--- config.mk ---
export PLATFORM = sky130hd
export DESIGN_NAME = wb_regfile
export DESIGN_NICKNAME = d
export VERILOG_FILES = /design/src/rtl/wb_regfile.sv
export SDC_FILE = /design/constraint.sdc
export NUM_CORES = 2
export LEC_CHECK = 0
export CAP_MARGIN = 20
export CORE_AREA = 2 2 320 322
export DETAILED_ROUTE_END_ITERATION = 6
export DIE_AREA = 0 0 322 324
export HOLD_SLACK_MARGIN = 0.12
export PLACE_DENSITY = 0.78
export SLEW_MARGIN = 20
export SYNTH_ARGS = -nofsm -noshare
export SYNTH_HDL_FRONTEND = slang
export SYNTH_SLANG_ARGS = --single-unit
--- constraint.sdc ---
create_clock -name clk -period 2.4 [get_ports clk]
set_input_delay 0.24 -clock clk [delete_from_list [all_inputs] [get_ports clk]]
set_output_delay 0.24 -clock clk [all_outputs]
set_load 0.01 [all_outputs]
--- src/rtl/wb_regfile.sv ---
// Write-back stage: selects the write-back value, commits it to x1..x31, serves two
// combinational read ports with optional same-cycle bypass, and counts retired instructions.
module wb_regfile #(
  parameter int unsigned XLEN      = 32,
  parameter bit          BYPASS_EN = 1'b1,
  parameter int unsigned INSTRET_W = 64
) (
  input  logic                 clk,
  input  logic                 reset_n,
  input  logic [XLEN-1:0]      alu_result,
  input  logic [XLEN-1:0]      mem_read_data,
  input  logic [XLEN-1:0]      pc_plus_4,
  input  logic [4:0]           rd_addr,
  input  logic                 reg_write,
  input  logic [1:0]           wb_sel,
  input  logic                 valid,
  input  logic [4:0]           rs1_addr,
  input  logic [4:0]           rs2_addr,
  output logic [XLEN-1:0]      rs1_data,
  output logic [XLEN-1:0]      rs2_data,
  output logic [XLEN-1:0]      wb_data,
  output logic [4:0]           wb_rd,
  output logic                 wb_we,
  output logic [INSTRET_W-1:0] instret
);

  logic [XLEN-1:0]      regs_q [32];
  logic [XLEN-1:0]      regs_d [32];
  logic [INSTRET_W-1:0] instret_q, instret_d;
  logic [XLEN-1:0]      sel_data;
  logic                 commit;

  always_comb begin
    case (wb_sel)
      2'b01:   sel_data = mem_read_data;
      2'b10:   sel_data = pc_plus_4;
      default: sel_data = alu_result;
    endcase
  end

  // Gating with reset_n keeps every forwarding output quiet while reset is held.
  assign commit  = reset_n & valid & reg_write & (rd_addr != 5'd0);
  assign wb_we   = commit;
  assign wb_rd   = commit ? rd_addr : 5'd0;
  assign wb_data = commit ? sel_data : '0;
  assign instret = instret_q;

  always_comb begin
    regs_d = regs_q;
    if (commit) regs_d[rd_addr] = sel_data;
    regs_d[0] = '0;
    instret_d = instret_q + INSTRET_W'(valid);
  end

  always_ff @(posedge clk or negedge reset_n) begin
    if (!reset_n) begin
      for (int unsigned i = 0; i < 32; i++) regs_q[i] <= '0;
      instret_q <= '0;
    end else begin
      regs_q    <= regs_d;
      instret_q <= instret_d;
    end
  end

  // Zero/reset override comes last so an X address under reset still yields 0.
  always_comb begin
    rs1_data = regs_q[rs1_addr];
    if (BYPASS_EN && commit && (rs1_addr == rd_addr)) rs1_data = sel_data;
    if (!reset_n || (rs1_addr == 5'd0)) rs1_data = '0;
  end

  always_comb begin
    rs2_data = regs_q[rs2_addr];
    if (BYPASS_EN && commit && (rs2_addr == rd_addr)) rs2_data = sel_data;
    if (!reset_n || (rs2_addr == 5'd0)) rs2_data = '0;
  end

endmodule

==> out/results.ini <==
[status]
status=complete, but fails checks
violations=design-rule violations, negative setup slack

[sta]
rsz0062_at_grt=true
slew_headroom=0.305
fmax_ghz=0.349
finalClockSkew_ns=0.0175
finalCritPeriodShare=1.20
whs_ns=0.103
worstMarginPinSlew_ns=1.04
setup_slack_ns=-0.469
hold_violations=0
finalCriticalPeriod_ns=2.87
drv_slew=0
finalSetupViolations=65

[worst_setup_path]
cp_max_fo=2
cp-startpoint=regs_q[593]
crit_type=reg -> out
rr_startpoint=instret[36]
cp.arrival_ns=2.63
path_depth=5
crit_path_max_incr_delay_ns=0.57
cp_slowest_cell=mux4_2
cp-end-kind=output port
path_buf_inv=1
start_kind=flop
cp_top_family=multiplexers
r2r_cells=6
crit_chain=mux4_2, mux2_4, o211ai_1, o221ai_2, buf_2
crit_required_ns=2.16

[yosys]
synth_mux_area_frac=0.226
synthCells=5167
yosys_warnings=0
synthFlopType=dfrtp_1
synthXorXnorAreaFrac=0.0115
synth_fa_ha_area_frac=0.000909
synth_top_family_by_area=multiplexers
synth.avg_cell_area_um2=10.7
async_flop_share=1.00
ys_seq_area_frac=0.480
synth_compound_area_frac=0.136
synthSimpleGateAreaFrac=0.107
synth_area_um2=55000
syn_nets=5288
synth_edf_count=0
ys_types=40
synth-seq-cells=1056

[die]
ios=283
fp.dieH_um=324
num_rows=117
dieArea_um2=104000
start_util=0.545
die_w_um=322
core_region_area_um2=101000

[hold_path]
min_from=valid
min_path_type=in -> reg
holdPathStages=3

[clock_tree]
htreeDepth=3
cts.reportedPaths.clkPinSlew_ns=0.06
cts_tree=done
cts_buffers=107
clockBufferDepth=3
clock_sinks=1056
clk_latency_ns=0.72
cts_root_buffer=clkbuf_16

[placed_design]
dp_slack_ns=-1.20
port_buffers=282
placed_area_um2=64100
gp_congestion=0.968
dp_hpwl_um=132000

[route]
first_iter_violations=7378
wirelength_um=210000
vias_per_cell=6.94
drc=6
vias=49600
dr.pass1.iters=7
antenna_left=0
route.detailed.wl_per_inst_um=29.4

[power_and_ir_drop]
p_leak_nw=30.7
p_total_w=0.0464
vdd_drop_max_mv=0.598
powerDensity_nw_per_um2=662

[final_layout]
layout_commonest_cell=nand2_1
drive_above_1_share=0.307
area_growth_pct=27.3
final_cell_mix=1061 x nand2_1, 1055 x dfrtp_1, 992 x o21ai_0, 502 x buf_4, 416 x mux4_2
nNetsFinal=5859
stdcell_area_um2=70100
n_fill_cell=6421

[global_routing]
grt_max_degree=182
antenna_found_initial=15
grt_usage=0.398
grt_pass1_vias=49800
grt_pass1_wl_um=309000
grt-ovfl-total=0

[flow_run]
cap_violations=0

[synthesized netlist by cell type, types with 35 or more instances]
library cell,number,area (um2)
nor2_1,151,567
nand3_1,38,190
or3_1,35,219
nand2_1,1102,4140
buf_2,39,195
a21oi_1,97,485
mux2i_1,129,1290
buf_1,49,184
o21ai_0,992,4960
mux2_2,160,1800
nand4_1,48,300
o221ai_1,96,841
a22oi_1,63,473
mux4_2,416,9370
dfrtp_1,1056,26400
clkbuf_1,433,1630
xor2_1,41,359
[path summary, 6_finish.rpt]
kind                                 to  slack, ns
max                        rs1_data[17]      -0.47
min in group asynchronous   regs_q[219]       0.40
min                          instret[0]       0.10
max reg2reg                 instret[52]       0.12
min reg2reg                 instret[16]       0.50
max in group asynchronous   regs_q[360]       0.20
[power by group]
part           internal, W  total (W)  switching, W  leakage (nW)
Clock               0.0106     0.0182       0.00757          1.85
Sequential          0.0190     0.0201       0.00105          14.5
Combinational      0.00366    0.00812       0.00447          14.4
[metal layers]
layer	wire length (um)	part of all wire	track usage
met1	69500	0.33	0.474
met2	92600	0.44	0.581
met3	30200	0.14	0.163
met4	17100	0.081	0.295
met5	527	0.0025	0.0134
[worst register-to-register path, stage by stage, from the launching register on]
cell and delay, ns:
dfrtp_1 0.43, nand3_1 0.14, or4_4 0.56, or3_1 0.35, buf_4 0.21, nor4_2 0.36, xor2_1 0.17
[sequential cells by signal (all words and copies together), names as in the netlist]
name     flops
regs_q     992
instret     64
[repair_timing]
action,in CTS,in global routing
endpoints found under the setup margin,101,615
cloned,8,2
hold buffers,2,0
pin swaps,59,27
endpoints found under the hold margin,17,0
gates resized for setup,575,96
buffers inserted,70,39
[stage by stage]
stage,TNS [ns],std cells,util
global route,-19.80,7144,0.693
finish,-17.37,7148,0.694
CTS,-13.62,7099,0.688
global placement,-285.05,6823,0.634
floorplan,0,5167,-
detailed placement,-295.67,6823,0.634
[cell families (layout without fill, tap and decap cells)]
kind of cell	after synthesis	count (layout)
compound gates	1346	1346
xor+xnor	72	72
fa+ha+maj	4	4
buf+inv	537	1199
flops	1056	1056
mux	705	705
other cells	0	10
simple gates	1447	1447
[cell type report]
cell class / instances / area [um2] / share of cell area
clock inverters: 49 / 688 / 0.00982
repair buffers: 986 / 10000 / 0.143
clock buffers: 151 / 3120 / 0.0445
inverters: 13 / 48.8 / 0.000697
flip-flops and latches: 1056 / 26400 / 0.377
well taps: 1309 / 1640 / 0.0234
multi-input cells: 3574 / 28100 / 0.401
diodes: 10 / 25.0 / 0.000357
Power figures use the tool's default switching activity.
